$ cat config.mk
export PLATFORM = sky130hd
export DESIGN_NAME = serial_packet_transmitter
export DESIGN_NICKNAME = d
export VERILOG_FILES = /design/src/rtl/serial_pkt_pkg.sv /design/src/rtl/tx_byte_fifo.sv /design/src/rtl/serial_packet_transmitter.sv
export SDC_FILE = /design/constraint.sdc
export NUM_CORES = 1
export LEC_CHECK = 0
export BUFFER_PORTS_ARGS = -buffer_cell sky130_fd_sc_hd__buf_4
export CAP_MARGIN = 5
export CORE_MARGIN = 2
export CORE_UTILIZATION = 40
export CTS_CLUSTER_SIZE = 20
export DETAILED_ROUTE_END_ITERATION = 12
export PLACE_DENSITY_LB_ADDON = 0.1
export SLEW_MARGIN = 25
export SYNTH_ARGS = -nofsm -noshare
export SYNTH_HDL_FRONTEND = slang
export SYNTH_HIERARCHICAL = 1
export SYNTH_SLANG_ARGS = --single-unit
$ cat constraint.sdc
create_clock -name tClk -period 7.62 [get_ports tClk]
set_clock_uncertainty 0.05 [all_clocks]
set_input_delay 0.762 -clock tClk [delete_from_list [all_inputs] [get_ports tClk]]
set_output_delay 0.762 -clock tClk [all_outputs]
set_load 0.005 [all_outputs]
$ cat src/rtl/serial_pkt_pkg.sv
// rtl/serial_pkt_pkg.sv - shared types and constants for the serial packet transmitter
package serial_pkt_pkg;

  localparam int BYTE_W = 8;
  localparam int GAP_MIN = 8;
  localparam int CSUM_W = 8;

  typedef enum logic [1:0] {
    IDLE = 2'd0,
    SEND = 2'd1,
    GAP  = 2'd2
  } tx_state_t;

endpackage

$ cat src/rtl/tx_byte_fifo.sv
// rtl/tx_byte_fifo.sv - synchronous byte FIFO with occupancy count
module tx_byte_fifo
  import serial_pkt_pkg::*;
#(
  parameter int FIFO_DEPTH = 32
) (
  input  logic                          clk,
  input  logic                          rst_n,
  input  logic                          i_push,
  input  logic [BYTE_W-1:0]             i_wdata,
  input  logic                          i_pop,
  output logic [BYTE_W-1:0]             o_rdata,
  output logic                          o_full,
  output logic                          o_empty,
  output logic [$clog2(FIFO_DEPTH):0]   o_count
);

  localparam int AW = $clog2(FIFO_DEPTH);
  localparam logic [AW-1:0] PTR_ONE = AW'(1);
  localparam logic [AW:0] CNT_ONE = (AW + 1)'(1);
  localparam logic [AW:0] CNT_FULL = (AW + 1)'(FIFO_DEPTH);

  logic [BYTE_W-1:0] r_mem [FIFO_DEPTH];
  logic [AW-1:0]     r_wr_ptr;
  logic [AW-1:0]     r_rd_ptr;
  logic [AW:0]       r_count;
  logic              w_do_push;
  logic              w_do_pop;

  // Full/empty come from the registered count only; no same-cycle bypass.
  assign o_full    = (r_count == CNT_FULL);
  assign o_empty   = (r_count == '0);
  assign o_count   = r_count;
  assign o_rdata   = r_mem[r_rd_ptr];
  assign w_do_push = i_push && !o_full;
  assign w_do_pop  = i_pop && !o_empty;

  // Storage array, written at the write pointer.
  always_ff @(posedge clk) begin
    if (w_do_push) begin
      r_mem[r_wr_ptr] <= i_wdata;
    end
  end

  // Pointers wrap naturally; the count carries one extra bit to tell full from empty.
  always_ff @(posedge clk or negedge rst_n) begin
    if (!rst_n) begin
      r_wr_ptr <= '0;
      r_rd_ptr <= '0;
      r_count  <= '0;
    end else begin
      if (w_do_push) begin
        r_wr_ptr <= r_wr_ptr + PTR_ONE;
      end
      if (w_do_pop) begin
        r_rd_ptr <= r_rd_ptr + PTR_ONE;
      end
      case ({w_do_push, w_do_pop})
        2'b10:   r_count <= r_count + CNT_ONE;
        2'b01:   r_count <= r_count - CNT_ONE;
        default: r_count <= r_count;
      endcase
    end
  end

endmodule

$ cat src/rtl/serial_packet_transmitter.sv
// rtl/serial_packet_transmitter.sv - buffers length-prefixed packets and sends them LSB first; SERIAL_TX_CHECKSUM_EN appends a sum byte
module serial_packet_transmitter
  import serial_pkt_pkg::*;
#(
  parameter int FIFO_DEPTH = 32,
  parameter int GAP_CYCLES = 8
) (
  input  logic              tClk,
  input  logic              rst_n,
  input  logic [BYTE_W-1:0] Din,
  input  logic              Din_Valid,
  output logic              Din_Ready,
  output logic              Dout,
  output logic              Dout_Valid,
  output logic              Busy,
  output logic              Sent_flag,
  output logic              Len_Err
);

  localparam int AW = $clog2(FIFO_DEPTH);
  localparam int CW = AW + 1;
  localparam int GW = $clog2(GAP_CYCLES);
  localparam logic [BYTE_W-1:0] MAX_LEN = BYTE_W'(FIFO_DEPTH - 1);
  localparam logic [BYTE_W-1:0] ONE_B = BYTE_W'(1);
  localparam logic [CW-1:0] CNT_ONE = CW'(1);
  localparam logic [CW-1:0] DEPTH_CNT = CW'(FIFO_DEPTH);
  localparam logic [GW-1:0] GAP_ONE = GW'(1);
  localparam logic [GW-1:0] GAP_LAST = GW'(GAP_CYCLES - 1);

  // Write side
  logic              r_expect_hdr;
  logic [BYTE_W-1:0] r_pay_left;
  logic              r_len_err;
  logic [CW-1:0]     r_pkt_cnt;
  logic              w_accept;
  logic              w_hdr_bad;
  logic              w_push;
  logic              w_pkt_done;

  // FIFO interface
  logic [BYTE_W-1:0] w_fifo_rdata;
  logic              w_fifo_full;
  logic              w_fifo_empty;
  logic [CW-1:0]     w_fifo_count;

  // Read side
  tx_state_t         r_state;
  logic [BYTE_W-1:0] r_shreg;
  logic [BYTE_W-1:0] r_bytes_left;
  logic [2:0]        r_bit_idx;
  logic [GW-1:0]     r_gap_cnt;
  logic              r_dout;
  logic              r_dout_valid;
  logic              r_sent;
  logic              w_start;
  logic              w_last_bit;
  logic              w_more_data;
  logic              w_pop;
  logic              w_pkt_sent;
`ifdef SERIAL_TX_CHECKSUM_EN
  logic [CSUM_W-1:0] r_csum;
  logic              r_csum_phase;
`endif

  assign Din_Ready  = (w_fifo_count != DEPTH_CNT);
  assign w_accept   = Din_Valid && !w_fifo_full;
  assign w_hdr_bad  = r_expect_hdr && (Din > MAX_LEN);
  assign w_push     = w_accept && !w_hdr_bad;
  assign w_pkt_done = w_accept && (r_expect_hdr ? (Din == '0) : (r_pay_left == ONE_B));

  assign w_start     = (r_state == IDLE) && (r_pkt_cnt != '0) && !w_fifo_empty;
  assign w_last_bit  = (r_state == SEND) && (r_bit_idx == 3'd7);
  assign w_more_data = (r_bytes_left != '0);
  assign w_pop       = w_start || (w_last_bit && w_more_data);
`ifdef SERIAL_TX_CHECKSUM_EN
  assign w_pkt_sent  = w_last_bit && !w_more_data && r_csum_phase;
`else
  assign w_pkt_sent  = w_last_bit && !w_more_data;
`endif

  assign Dout       = r_dout;
  assign Dout_Valid = r_dout_valid;
  assign Sent_flag  = r_sent;
  assign Len_Err    = r_len_err;
  assign Busy       = (r_state != IDLE);

  tx_byte_fifo #(
    .FIFO_DEPTH (FIFO_DEPTH)
  ) u_fifo (
    .clk     (tClk),
    .rst_n   (rst_n),
    .i_push  (w_push),
    .i_wdata (Din),
    .i_pop   (w_pop),
    .o_rdata (w_fifo_rdata),
    .o_full  (w_fifo_full),
    .o_empty (w_fifo_empty),
    .o_count (w_fifo_count)
  );

  // Header tracker: classify each accepted byte and drop oversize headers.
  always_ff @(posedge tClk or negedge rst_n) begin
    if (!rst_n) begin
      r_expect_hdr <= 1'b1;
      r_pay_left   <= '0;
      r_len_err    <= 1'b0;
    end else begin
      r_len_err <= w_accept && w_hdr_bad;
      if (w_accept) begin
        if (r_expect_hdr) begin
          if (!w_hdr_bad && (Din != '0)) begin
            r_expect_hdr <= 1'b0;
            r_pay_left   <= Din;
          end
        end else begin
          r_pay_left <= r_pay_left - ONE_B;
          if (r_pay_left == ONE_B) begin
            r_expect_hdr <= 1'b1;
          end
        end
      end
    end
  end

  // Count of fully buffered packets; only these may start transmitting.
  always_ff @(posedge tClk or negedge rst_n) begin
    if (!rst_n) begin
      r_pkt_cnt <= '0;
    end else begin
      case ({w_pkt_done, w_pkt_sent})
        2'b10:   r_pkt_cnt <= r_pkt_cnt + CNT_ONE;
        2'b01:   r_pkt_cnt <= r_pkt_cnt - CNT_ONE;
        default: r_pkt_cnt <= r_pkt_cnt;
      endcase
    end
  end

  // Transmit FSM: serialise header and payload back to back, then hold a guard gap.
  always_ff @(posedge tClk or negedge rst_n) begin
    if (!rst_n) begin
      r_state      <= IDLE;
      r_shreg      <= '0;
      r_bytes_left <= '0;
      r_bit_idx    <= '0;
      r_gap_cnt    <= '0;
      r_dout       <= 1'b0;
      r_dout_valid <= 1'b0;
      r_sent       <= 1'b0;
`ifdef SERIAL_TX_CHECKSUM_EN
      r_csum       <= '0;
      r_csum_phase <= 1'b0;
`endif
    end else begin
      r_sent <= 1'b0;
      case (r_state)
        IDLE: begin
          r_dout       <= 1'b0;
          r_dout_valid <= 1'b0;
          if (w_start) begin
            r_state      <= SEND;
            r_shreg      <= w_fifo_rdata;
            r_bytes_left <= w_fifo_rdata;
            r_bit_idx    <= '0;
`ifdef SERIAL_TX_CHECKSUM_EN
            r_csum       <= w_fifo_rdata;
            r_csum_phase <= 1'b0;
`endif
          end
        end
        SEND: begin
          r_dout       <= r_shreg[r_bit_idx];
          r_dout_valid <= 1'b1;
          r_bit_idx    <= r_bit_idx + 3'd1;
          if (r_bit_idx == 3'd7) begin
            if (w_more_data) begin
              // Reload on the last bit so the next byte follows without a bubble.
              r_shreg      <= w_fifo_rdata;
              r_bytes_left <= r_bytes_left - ONE_B;
`ifdef SERIAL_TX_CHECKSUM_EN
              r_csum       <= r_csum + w_fifo_rdata;
`endif
            end
`ifdef SERIAL_TX_CHECKSUM_EN
            else if (!r_csum_phase) begin
              r_shreg      <= r_csum;
              r_csum_phase <= 1'b1;
            end
`endif
            else begin
              r_sent    <= 1'b1;
              r_state   <= GAP;
              r_gap_cnt <= '0;
            end
          end
        end
        GAP: begin
          r_dout       <= 1'b0;
          r_dout_valid <= 1'b0;
          if (r_gap_cnt == GAP_LAST) begin
            r_state <= IDLE;
          end else begin
            r_gap_cnt <= r_gap_cnt + GAP_ONE;
          end
        end
        default: begin
          r_state      <= IDLE;
          r_dout       <= 1'b0;
          r_dout_valid <= 1'b0;
        end
      endcase
    end
  end

endmodule

# Word level (Yosys, flattened, before mapping)
# Memories as Yosys holds them, arrays and structs flattened.
# Index checks and enable logic that the tools add are counted.
# W data, S select, Z words.
# totals
register_bits	59
ramBits	256
out_inout_bits	6
word_cells	115
mem_count	1
# op_classes
n_addsub	10
n_lt_le_gt_ge	2
eq_ne	18
mux	35
reduce_logical	34
# memory_table
name	depth	word_bits	rd	rd_clocked_by_memory_dff	write_ports	line_no	source
u_fifo.r_mem	32	8	1	0	1	tx_byte_fifo.sv:23	logic [BYTE_W-1:0] r_mem [FIFO_DEPTH];
# ops
operator	n
$mux W8	7
$pmux W8 S2	2
$pmux W6 S2	2
$reduce_bool A8 Y1	2
$sub A8 B1 Y8 const B	2
$logic_and A1 B1 Y1	13
$add A6 B1 Y6 const B	2
$mux W1	12
$mux W3	4
$pmux W3 S2	2
$reduce_and A4 Y1	3
$sub A6 B1 Y6 const B	2
$add A5 B1 Y5 const B	2
$ne A2 B2 Y1 const B	5
$reduce_bool A2 Y1	5
$eq A8 B1 Y1 const B	1
$gt A8 B5 Y1 const B	1
$logic_not A8 Y1	1
$mux W2	4
$add A3 B1 Y3 const B	2
$eq A2 B1 Y1 const B	3
$eq A2 B2 Y1 const B	3
$eq A3 B3 Y1 const B	2
$eq A6 B6 Y1 const B	1
other kinds (11)	16

# Logic depth before layout (Yosys ltp)
# logic_depth
word_depth	7
depth_mapped	17

# Cells and area by module
# Netlist, hierarchy kept.
# modules_own_cells
mod	n_inst	cells_each	area_per_inst_um2	seq_area_each_um2
tx_byte_fifo	1	563	10944.2	8087.8
serial_packet_transmitter	1	243	2481.1	1077.3

# Worst setup path after synthesis
# Ideal clock, no wire load.
# synth_timing
path_type	register -> register
start	register u_fifo.r_count[0] (netlist: u_fifo/o_count[0])
end	register u_fifo.r_count[5] (netlist: u_fifo/o_count[5])
arrival_ns	3.524
required_time_ns	7.447
path_slack_ns	3.923
path_stages_with_launch	15
cell_sequence	dfrtp_1 > or4_1 > nand2b_1 > nor2_1 > a211oi_1 > nor2_2 > buf_4 > inv_1 > o31a_1 > ha_1 > ha_1 > nor4bb_1 > a311o_1 > or3b_1 > xnor2_1
# synth_via
elab_chain_len	7
word_cells_on_any_way	16
cone_classes	add/sub (2); eq/ne (3); mux (1); reduce/logical (10)
# synth_lines
item	line_no	source
start: declaration	tx_byte_fifo.sv:26	logic [AW:0] r_count;
start signal: assignment	tx_byte_fifo.sv:59	2'b10: r_count <= r_count + CNT_ONE;
start signal: assignment	tx_byte_fifo.sv:60	2'b01: r_count <= r_count - CNT_ONE;
start signal: assignment	tx_byte_fifo.sv:61	default: r_count <= r_count;
$logic_not A6 Y1 *	tx_byte_fifo.sv:32	assign o_empty = (r_count == '0);
net w_fifo_empty	serial_packet_transmitter.sv:43	logic w_fifo_empty;
$logic_not A1 Y1 *	serial_packet_transmitter.sv:71	assign w_start = (r_state == IDLE) && (r_pkt_cnt != '0) && !w_fifo_empty;
$logic_and A1 B1 Y1 *	serial_packet_transmitter.sv:71	
$logic_or A1 B1 Y1 *	serial_packet_transmitter.sv:74	assign w_pop = w_start || (w_last_bit && w_more_data);
net w_pop	serial_packet_transmitter.sv:58	logic w_pop;
$logic_and A1 B1 Y1 *	tx_byte_fifo.sv:36	assign w_do_pop = i_pop && !o_empty;
net u_fifo.w_do_pop	tx_byte_fifo.sv:28	logic w_do_pop;
$eq A2 B1 Y1 / $eq A2 B2 Y1 (equally long branches)	tx_byte_fifo.sv:58	case ({w_do_push, w_do_pop})
$pmux W6 S2 / $reduce_bool A2 Y1 (equally long branches)	n/a	
# Mark *: on every way through the listed nets, which the timed path passes. The rest lies on a longest branch.
# A chain may end at the register's enable or synchronous reset.

# Worst setup path after layout
# Ends and elaborated chain as after synthesis.

==> run metrics <==
Crit Reg-Reg Endpoint=u_fifo/o_count[5]; largest net degree at the start of global routing=60; PwrDens=240 mW/mm²; most used cell, CP=ha_1; setup tns final=0 ps; Syn Nets=842; Req. time, crit path=7960 ps; ys flop type=edfxtp_1; Worst Setup Slack, final=2750 ps; initial antenna violation count=0; sequential element share of the synthesized area=68.3%; vias in the first global route=about 7500; H-tree levels=2; nets=861; cts hold-fix bufs=0; drt initial violations=464; fin crit period=4870 ps; Final setup viols=0; DR vias=7364; hpwl dp=~19000 µm; Yosys top cell by area=edfxtp_1; Ports=17; cells after synthesis=806; FF-to-FF path depth=13; detailed-route wire length per cell=~23 µm; Flop pwr share=51.3%; WP data arrival=5210 ps; worst rel slew slack=32.3%; clock sink total=315; RSZ-0062 raised after global routing=no; Comb pwr share=1.0%; Critical Path Start Type=register; Max Cap Viol=0; cell breakdown of the critical path=or4_1 > nand2b_1 > nor2_1 > a211oi_2 > nor2_2 > inv_1 > o31a_1 > ha_1 > ha_1 > a211oi_1 > nor4_1 > or3b_1 > xnor2_1; Worst Hold Class=input pin to asynchronous set/reset pin; Avg Synthesized Cell Area=16.7 µm²; Die Area=~0.035 mm²; CTS tree=built; Int Power=2.95 mW; dpl cells=approximately 1200; Clock Latency Late Sink=520 ps; Crit Path Max Fanout=17; Std-Cell Rows=67; P&R area growth vs syn=12.6%; top cells by count, synth=256 x edfxtp_1, 58 x dfrtp_1, 54 x nor2_1; Post-CTS Repair Setup Buffers=0; count of pins over their slew limit=0; Area contributors post-synth=edfxtp_1 57%, dfrtp_1 11%, mux4_2 6.7%, mux2i_1 2.6%, ha_1 2.1%; fin cells=1298; number of gates resized after cts=0; Core ar.=roughly 0.033 mm²; DP Worst Slack=between 2000 and 3000 ps; Max Freq=around 210 MHz; Num CTS Buffers=35; Crit path largest cell delay=690 ps; GP Congestion=0.724; port bufs=16; share of layout cells above drive strength 1=between 15 and 20%; total of warnings raised by yosys=6; GRT Overall Usage=17.3%; leak pwr=5.07 nW; vias per std cell=5.67; power share of the clock group=a little under half; most common cell in the netlist=edfxtp_1; Routed Antenna Nets=0; final period utilization=63.9%; Fin. Hold Viols=0; Worst-Margin Slew=1020 ps; maximum vdd drop=157 µV; switching power=roughly 700 µW; worst r2r src=u_fifo/o_count[0]; CTS clk-pin slew, worst paths=60 ps; Residual DRC=0; internal reg-to-reg setup slack=2750 ps; Syn Std Cell Area=0.0134 mm²; Core Util, Final=45.4%; Ant. Diodes=0; crit path max-delay cell type=nor2_2; switching share of power=18.8%; CTS Buffer Depth=3; CP Class=register to register; First-pass DRT Iterations=5; DIE WIDTH=187 µm; first-pass GRT wire length=~46000 µm; die extent in y=187 µm; Congestion Overflow GR=0; Setup crit end kind=register; status=finished clean; number of synthesized register bits=315; async set-or-reset flop fraction in the synthesized netlist=18.7%; drt total wl=29800 µm; Yosys top cell area share=57.3%; post-synth cell types=74; EDFF count, synth=256; Starting Density=around 40%; Clock Tree Root=clkbuf_16
## power groups by stage
stage               combinational (mW)  clock [mW]  sequential, mW
CTS                             0.0400        1.77            1.86
global placement                0.0374           0            1.90
detailed placement              0.0400           0            1.90
finish                          0.0377        1.73            1.86
floorplan                      0.00276           0            1.90
global route                    0.0426        1.84            1.86
## metrics by stage
stage | hold slack [ps] | area [µm²] | power, mW
5_1_grt | 356 | 15100 | 3.75
3_3_place_gp | 419 | 13900 | 1.94
6_report | 284 | 15100 | 3.63
2_1_floorplan | 392 | 13400 | 1.90
4_1_cts | 323 | 15100 | 3.67
3_5_place_dp | 428 | 13900 | 1.94
## critical path, delay by kind of cell, from the launching register on
| kind | cells | cell delay, ps |
|---|---|---|
| compound gates | 3 | 900 |
| xor+xnor | 1 | 140 |
| fa+ha+maj | 2 | 690 |
| buf+inv | 1 | 190 |
| flops | 1 | 460 |
| simple gates | 6 | 2310 |
## layout by cell type (no fill, tap or decap), types with 23 or more instances in the layout
cell / count
edfxtp_1: 256
nor2_1: 54
ha_1: 23
mux2i_1: 35
clkbuf_16: 36
o21ai_0: 25
mux4_2: 40
a21oi_1: 23
dfrtp_1: 57
## per-layer routing
metal	vias up	routed length (µm)	track usage [%]
met2	215	14400	28.1
met4	0	636	4.88
li1	3254	-	-
met1	3843	13100	23.9
met3	52	1600	3.08
met5	-	0	0
## sequential cells by signal, summed over array words and instances, names as in the netlist
| register | cells |
|---|---|
| r_state | 2 |
| r_shreg | 8 |
| Sent_flag | 1 |
| u_fifo/r_mem | 256 |
| r_bit_idx | 3 |
| Dout | 1 |
| u_fifo/r_rd_ptr | 5 |
| u_fifo/r_wr_ptr | 5 |
| r_gap_cnt | 3 |
| r_pay_left | 8 |
| r_expect_hdr | 1 |
| r_bytes_left | 8 |
| u_fifo/o_count | 6 |
| r_pkt_cnt | 6 |
| Dout_Valid | 1 |
| Len_Err | 1 |
## cell families after synthesis
group	Yosys count	share of synthesized area, %
AOI/OAI and AO/OA	136	7.36
muxes	96	12.2
adders and majority gates	25	2.44
xor gates and xnor gates	15	0.979
buffers and inverters	64	2.53
and+or+nand+nor	155	6.22
DFF	315	68.3
## worst max-delay path by stage
stage,start,to,cells after the start
floorplan,u_fifo/o_count[0],u_fifo/o_count[5],14
global placement,u_fifo/o_count[0],u_fifo/o_count[5],13
detailed placement,u_fifo/o_count[0],u_fifo/o_count[5],13
CTS,u_fifo/o_count[0],u_fifo/o_count[5],13
global route,u_fifo/o_count[0],u_fifo/o_count[5],13
finish,u_fifo/o_count[0],u_fifo/o_count[5],13
## layout make-up
| class | instances | area (µm²) |
|---|---|---|
| Sequential cell | 315 | 9170 |
| Fill cell | 2891 | 18200 |
| Inverter | 24 | 90.1 |
| Clock buffer | 47 | 952 |
| Timing Repair Buffer | 22 | 165 |
| Tap cell | 448 | 561 |
| Multi-Input combinational cell | 427 | 3940 |
| Clock inverter | 15 | 235 |
Note: power is estimated with default switching activity, not from simulation.
